## config.mk

```make
export PLATFORM = sky130hd
export DESIGN_NAME = recip_arbiter
export DESIGN_NICKNAME = d
export VERILOG_FILES = /design/src/rtl/recip_arbiter.sv
export SDC_FILE = /design/constraint.sdc
export NUM_CORES = 1
export LEC_CHECK = 0
export BUFFER_PORTS_ARGS = -buffer_cell sky130_fd_sc_hd__buf_4
export CAP_MARGIN = 20
export CORE_UTILIZATION = 35
export DETAILED_ROUTE_END_ITERATION = 16
export PLACE_DENSITY = 0.78
export SLEW_MARGIN = 20
export SYNTH_ARGS = -nofsm -noshare
export SYNTH_HDL_FRONTEND = slang
export SYNTH_SLANG_ARGS = --single-unit
```

## constraint.sdc

```tcl
create_clock -name clk -period 2.8 [get_ports clk]
set_clock_uncertainty 0.15 [all_clocks]
set_input_delay 0.14 -clock clk [delete_from_list [all_inputs] [get_ports clk]]
set_output_delay 0.14 -clock clk [all_outputs]
set_load 0.05 [all_outputs]
```

## src/rtl/recip_arbiter.sv

```systemverilog
// Round-robin sequencer sharing one fixed-point reciprocal unit among N requesters.
// Define RECIP_ARB_TIMEOUT_EN to build the WAIT-state watchdog with its sticky fault.
module recip_arbiter #(
  parameter int N       = 4,
  parameter int W       = 32,
  parameter int TIMEOUT = 32
) (
  input  logic           clk,
  input  logic           rst_n,
  input  logic [N-1:0]   req_valid,
  input  logic [N*W-1:0] req_x,
  output logic [N-1:0]   req_ready,
  output logic [N-1:0]   rsp_valid,
  output logic [W-1:0]   rsp_data,
  output logic           rsp_invalid,
  output logic           rsp_err,
  output logic           busy,
  output logic           fault,
  output logic           recip_start,
  output logic [W-1:0]   recip_x,
  input  logic           recip_done,
  input  logic [W-1:0]   recip_y,
  input  logic           recip_invalid
);
  localparam int IW = (N > 1) ? $clog2(N) : 1;

  typedef enum logic [1:0] {S_IDLE, S_ISSUE, S_WAIT, S_RESP} state_t;

  state_t        r_state;
  logic [IW-1:0] r_last;
  logic [IW-1:0] r_grant;
  logic [W-1:0]  r_recipX;
  logic [W-1:0]  r_rspData;
  logic [N-1:0]  r_rspValid;
  logic          r_rspInvalid;
  logic          r_busy;
  logic          r_start;

  logic          w_found;
  logic [IW-1:0] w_grantIdx;
  logic [IW:0]   w_sum;
  logic          w_accept;
  logic [N-1:0]  w_reqReady;
  logic [W-1:0]  w_operand;

  generate
    if (N < 2 || N > 8 || TIMEOUT < 2) begin : g_paramCheck
      $error("recip_arbiter: N must be 2..8 and TIMEOUT at least 2");
    end
  endgenerate

  // Search upward from last+1, wrapping modulo N, for the first valid requester.
  always_comb begin
    w_found    = 1'b0;
    w_grantIdx = '0;
    w_sum      = '0;
    for (int k = 1; k <= N; k++) begin
      w_sum = {1'b0, r_last} + (IW+1)'(k);
      if (w_sum >= (IW+1)'(N)) w_sum = w_sum - (IW+1)'(N);
      if (!w_found && req_valid[w_sum[IW-1:0]]) begin
        w_found    = 1'b1;
        w_grantIdx = w_sum[IW-1:0];
      end
    end
  end

  // rst_n gates the combinational accept so req_ready reads 0 during reset.
  assign w_accept  = rst_n && (r_state == S_IDLE) && !fault && w_found;
  assign w_operand = req_x[w_grantIdx*W +: W];

  always_comb begin
    w_reqReady = '0;
    if (w_accept) w_reqReady[w_grantIdx] = 1'b1;
  end

`ifdef RECIP_ARB_TIMEOUT_EN
  localparam int CW = $clog2(TIMEOUT + 1);
  logic [CW-1:0] r_wdCount;
  logic          r_rspErr;
  logic          r_fault;
`endif

  always_ff @(posedge clk or negedge rst_n) begin
    if (!rst_n) begin
      r_state      <= S_IDLE;
      r_last       <= IW'(N - 1);
      r_grant      <= '0;
      r_recipX     <= '0;
      r_rspData    <= '0;
      r_rspValid   <= '0;
      r_rspInvalid <= 1'b0;
      r_busy       <= 1'b0;
      r_start      <= 1'b0;
`ifdef RECIP_ARB_TIMEOUT_EN
      r_wdCount    <= '0;
      r_rspErr     <= 1'b0;
      r_fault      <= 1'b0;
`endif
    end else begin
      r_start    <= 1'b0;
      r_rspValid <= '0;
      case (r_state)
        S_IDLE: begin
          if (w_accept) begin
            r_recipX <= w_operand;
            r_grant  <= w_grantIdx;
            r_start  <= 1'b1;
            r_busy   <= 1'b1;
            r_state  <= S_ISSUE;
          end
        end
        S_ISSUE: begin
`ifdef RECIP_ARB_TIMEOUT_EN
          r_wdCount <= '0;
`endif
          r_state <= S_WAIT;
        end
        S_WAIT: begin
          if (recip_done) begin
            r_rspData           <= recip_y;
            r_rspInvalid        <= recip_invalid;
            r_rspValid[r_grant] <= 1'b1;
`ifdef RECIP_ARB_TIMEOUT_EN
            r_rspErr            <= 1'b0;
`endif
            r_state             <= S_RESP;
          end
`ifdef RECIP_ARB_TIMEOUT_EN
          // A done arriving on the final counted cycle still takes priority.
          else if (r_wdCount == CW'(TIMEOUT - 1)) begin
            r_rspData           <= '0;
            r_rspInvalid        <= 1'b0;
            r_rspErr            <= 1'b1;
            r_fault             <= 1'b1;
            r_rspValid[r_grant] <= 1'b1;
            r_state             <= S_RESP;
          end else begin
            r_wdCount <= r_wdCount + 1'b1;
          end
`endif
        end
        S_RESP: begin
          r_last  <= r_grant;
          r_busy  <= 1'b0;
          r_state <= S_IDLE;
        end
        default: r_state <= S_IDLE;
      endcase
    end
  end

  assign req_ready   = w_reqReady;
  assign rsp_valid   = r_rspValid;
  assign rsp_data    = r_rspData;
  assign rsp_invalid = r_rspInvalid;
  assign busy        = r_busy;
  assign recip_start = r_start;
  assign recip_x     = r_recipX;
`ifdef RECIP_ARB_TIMEOUT_EN
  assign rsp_err     = r_rspErr;
  assign fault       = r_fault;
`else
  assign rsp_err     = 1'b0;
  assign fault       = 1'b0;
`endif

endmodule
```

# --- After elaboration in Yosys (flattened, before gate mapping) ---
# Cells that the tools add are included.
totals:
  ff_bits: 77
  latchBits: 0
  ramBits: 0
  romBits: 0
  output_inout_bits: 77
  wordCells: 85
  memories: 0
classes:
  add_sub_neg: 8
  n_mul: 0
  div_mod_pow: 0
  n_lt_le_gt_ge: 12
  eq_ne: 5
  shift: 1
  mux: 34
  bitwise: 0
  n_reduce_logical: 16
op_table:
  columns: ["operator", "n"]
  rows:
  - ["indexed part select 128 x 8 -> 32 bit", 1]
  - ["2-to-1 mux 2 bit", 10]
  - ["less-than comparator 2 x 3 -> 1 bit, second input constant", 6]
  - ["2-to-1 mux 1 bit", 13]
  - ["greater-or-equal comparator 3 bit, second input constant", 4]
  - ["2-to-1 mux 4 bit", 3]
  - ["binary-select mux 1 bit (select 2 bit)", 4]
  - ["one-hot mux 2 bit (4 select lines)", 1]
  - ["AND reduction 2 bit", 4]
  - ["subtractor 2 x 1 -> 2 bit, second input constant", 4]
  - ["logical AND 1 bit", 7]
  - ["adder 2 x 2 -> 3 bit, second input constant", 2]
  - ["demux 1 bit (select 2 bit)", 2]
  - ["equality test 2 bit, second input constant", 2]
  - ["greater-or-equal comparator 2 x 1 -> 1 bit, second input constant", 2]
  - ["!= test 2 bit, second input constant", 2]
  - ["adder 2 x 1 -> 3 bit, second input constant", 1]
  - ["adder 2 x 3 -> 3 bit, second input constant", 1]
  - ["logical NOT 1 bit", 3]
  - ["equality test 2 x 1 -> 1 bit, second input constant", 1]
  - ["logical NOT 2 bit", 1]
  - ["one-hot mux 1 bit (2 select lines)", 1]
  - ["nonzero test 2 bit", 1]

# --- Longest topological paths before layout ---
depth:
  depth_word: 20
  depth_mapped: 9

# --- Worst setup path after synthesis ---
# Ideal clock, no wire load.
synth_path:
  path_kind: "flip-flop to output port"
  startpoint: "register r_state[0]"
  endpoint: "output port req_ready[3]"
  t_arrival_ns: 1.979
  required_ns: 2.510
  setup_slack_ns: 0.531
  path_stages_with_launch: 10
  path_buffers: 2
  cell_sequence: "dfrtp_1 > inv_1 > ha_1 > inv_1 > or2_1 > buf_4 > inv_4 > buf_2 > nand2_1 > nor2_1"
synth_via:
  elab_chain_cells: 4
synth_lines:
  columns: ["element", "line", "text"]
  rows:
  - ["from (decl)", "29", "state_t r_state;"]
  - ["from (signal assigned)", "85", "r_state <= S_IDLE;"]
  - ["from (signal assigned)", "109", "r_state <= S_ISSUE;"]
  - ["from (signal assigned)", "116", "r_state <= S_WAIT;"]
  - ["logical NOT 2 bit", "68", "assign w_accept = rst_n && (r_state == S_IDLE) && !fault && w_found;"]
  - ["logical AND 1 bit (2 in a row)", "68", null]
  - ["2-to-1 mux 4 bit", "73", "if (w_accept) w_reqReady[w_grantIdx] = 1'b1;"]
  - ["to (decl)", "12", "output logic [N-1:0] req_ready,"]
# No other way between the ends.

# --- Worst setup path after layout ---
layout_path:
  startpoint: "register r_last[1]"
  endpoint: "register r_recipX[28], in the netlist recip_x[28]"
layout_via:
  elab_chain_cells: 17
layout_lines:
  columns: ["element", "line", "text"]
  rows:
  - ["from (decl)", "30", "logic [IW-1:0] r_last;"]
  - ["from (signal assigned)", "86", "r_last <= IW'(N - 1);"]
  - ["from (signal assigned)", "143", "r_last <= r_grant;"]
  - ["parallel branches: the longest is 17 deep, another holds adder 2 x 1 -> 3 bit", null, null]
  - ["to (signal assigned)", "105", "r_recipX <= w_operand;"]
  - ["to (decl)", "32", "logic [W-1:0] r_recipX;"]
# Several ways; the timed one is not identified. The select of a mux whose other input is x is not followed.
# A chain may end at the register's enable or synchronous reset.

==> results.md <==
* Status: complete, no violations
* Slowest library cell on the worst path: dlygate4sd3_1
* Vias in the first global route at slightly below 5000
* Met1 Use GR at approximately 29%
* Pwr Density at 1040 mW/mm²
* Worst slew pin tran at roughly 1.1 ns
* Met3 Use GR at 6.93%
* Critical Path, Cell by Cell: mux2_4 > a22oi_2 > o21a_2 > buf_4 > mux2i_1 > dlygate4sd3_1 > o22ai_1
* Count of input and output buffers at approximately 240
* Crit-path max FO at 11
* XOR/XNOR share of the synthesized area at 0%
* Crit. End Element: register
* Post-route ant nets at 0
* Num rows at 38
* Simple-gate share of the synthesized area at 6.22%
* Min cycle time layout at 2.62 ns
* Share of post-route cells with drive strength above 1 at a little over two fifths
* DRC at 0
* RSZ-0062 raised after global routing: no
* Most common cell after layout, fill and taps aside: buf_4
* Gate Count Post-Synth at 359
* Die ar. at 0.0118 mm²
* Die extent in y at about 110 µm
* Internal power at 0.00426 W
* TritonCTS clock tree: done
* Final Cell Area at 0.00755 mm²
* Routed length per instance at around 19 µm
* Most frequent cells in the layout: buf_4 (252), dlygate4sd3_1 (131), dfrtp_1 (75), nor2_1 (37), mux2_2 (35)
* H-tree depth at 3
* Startpoint type of the worst setup path: register
* Part of the power in combinational logic at between 50% and 60%
* Hold crit path type: input pin to register
* Filler cell count at 718
* Slew margin rel. at 28.0%
* Vias per Instance at around 5.3
* Largest net degree at the start of global routing at 78
* Adder-cell area share of the yosys netlist at 1.26%
* First-pass GRT wire length at approximately 24000 µm
* Reg clk slew, reported paths at around 0.06 ns
* Count of final setup violators at 0
* Top-area cell type share of the netlist area at around 47%
* Layout area overhead at 89.6%
* All-Layer GR Usage at 27.3%
* Clock Tree Buf Depth at 2
* Largest family of logic cells by synthesized area: compound AO/OA/AOI/OAI gates
* Final instance count without filler cells at 871
* Cell area after placement at roughly 0.006 mm²
* Total gr overflow at 0
* Sw frac at between 40% and 50%
* Netlist Area Pre-Place at 0.00399 mm²
* Warnings from Yosys at 0
* CP max stage delay at 0.60 ns
* Final Cycle Share at 93.6%
* Compound-cell area share of the yosys netlist at about a fifth
* Gp weighted congestion at 0.783
* Root Buffer: clkbuf_16
* # resized after CTS at 0
* Core Util, Final at 68.8%
* Post-synth top area cell: dfrtp_1
* Reg power frac at about 25%
* Most used routing layer in global routing: met2
* Dpl cells at 722
* Critical Path AT at 2.69 ns
* VDD IR max at 0.898 mV
* Seq/Total Area, Yosys at 48.4%
* IO Pins at 245
* Avg Cell Area, Syn at 11.1 µm²
* Synthesis-stage register bit count at 77
* Sum of negative setup slack at 0 ns
* Clock power share at 18.1%
* Final Net Count at 897
* Sw power at about 0.0036 W
* LEAKAGE at around 3.5 nW
* Vias at 4635
* Mux share of post-synthesis cell area at 18.3%
* Largest cells by area after synthesis: dfrtp_1 (47%), mux2_2 (9.9%), mux2i_1 (8.0%), a221oi_1 (7.0%), o22ai_1 (5.0%)
* Detail Placement HPWL at ~9300 µm
* Core ar. at roughly 0.011 mm²
* Final slew viol count at 0
* Worst Path Required at between 2 and 3 ns
* Drt first-iter violations at 359
* Clock sinks at 77
* Fmax at 0.381 GHz
* Total wire length at between 15000 and 20000 µm
* Starting Density at 36.3%
* Grt met2 use at 49.0%
* Unique masters post-synth at 37
* Skew-Pair Late Insertion Delay at roughly 0.33 ns
* Critical path type: register to register
* Detailed Routing Iterations Pass 1 at 5
* Num CTS Buffers at 9
* Chip width at 109 µm
* Initial antenna violation count at 1
* Max_cap viols at 0
* Final Hold Fails at 0
==> per-layer routing <==
metal | vias up | wire length, µm
met3 | 53 | 1260
met5 | - | 0
met2 | 283 | 8370
li1 | 2088 | -
met1 | 2211 | 5890
met4 | 0 | 632
==> power groups by stage <==
stage          Combinational [W]  Clock [W]  Sequential (W)
2_1_floorplan            0.00149          0         0.00340
3_3_place_gp             0.00408          0         0.00193
3_5_place_dp             0.00418          0         0.00196
4_1_cts                  0.00442    0.00146         0.00195
5_1_grt                  0.00472    0.00149         0.00202
6_report                 0.00450    0.00143         0.00196
==> synth_stat cells, drive strengths merged <==
cell and number:
dfstp 2, o31ai 1, a21oi 3, nor2 37, nand3b 1, ha 4
o21a 1, o22ai 32, nor3 2, a221oi 33, dfrtp 75, a22o 1
nor2b 2, conb 1, and3 1, nand2 9, mux2 36, and2 3
o32a 1, inv 8, a22oi 1, nand3 1, mux2i 32, o21ai 38
o211ai 2, clkbuf 7, buf 23, or2 2
==> cell type report <==
class                   count  area [µm²]  area share, %
clock buffers              10         229           3.03
multi-input cells         245        1840           24.3
flip-flops and latches     77        1930           25.5
repair buffers            384        3210           42.5
clock inverters             6         135           1.79
well taps                 140         175           2.32
diodes                      1        2.50         0.0331
inverters                   8        32.5          0.431
==> flip-flops by register name (all words and copies together), names as in the netlist <==
register	count
recip_x	32
rsp_data	32
rsp_valid	4
r_grant	2
r_last	2
r_state	2
busy	1
recip_start	1
rsp_invalid	1
==> path summary, 6_finish.rpt <==
| check | startpoint | end | slack [ns] | depth (start not counted) |
|---|---|---|---|---|
| setup / recovery | r_last[1] | recip_x[28] | 0.18 | 7 |
| hold / removal | req_x[47] | recip_x[15] | 0.002 | 3 |
| setup reg to reg | r_last[1] | recip_x[28] | 0.18 | 7 |
| hold reg to reg | r_grant[1] | rsp_valid[1] | 0.35 | 1 |
| max in group asynchronous | rst_n | recip_x[19] | 1.61 | 3 |
| min in group asynchronous | rst_n | recip_x[1] | 0.36 | 3 |
==> cells by family after synthesis <==
group,after synthesis
compound gates,113
flops,77
mux,68
simple gates,58
buf+inv,38
fa+ha+maj,4
other cells,1
==> critical path: cells and delay by family (launching register included) <==
| family | cells | cell delay, ns |
|---|---|---|
| flops | 1 | 0.59 |
| buf+inv | 2 | 0.82 |
| compound gates | 3 | 0.36 |
| mux | 2 | 0.58 |
==> timing repair <==
action,in CTS,in global routing
endpoints found under the hold margin,143,0
hold buffers,131,0
setup buffers,0,1
setup endpoints to repair,0,1
==> metrics by stage <==
step	setup slack, ns	hold slack (ns)	power [W]
floorplan	0.531	-0.306	0.00489
CTS	0.198	0.000244	0.00783
detailed placement	0.523	0.226	0.00615
global route	0.0802	0.000245	0.00823
finish	0.178	0.00217	0.00789
global placement	0.608	0.222	0.00601
Power figures use the tool's default switching activity.
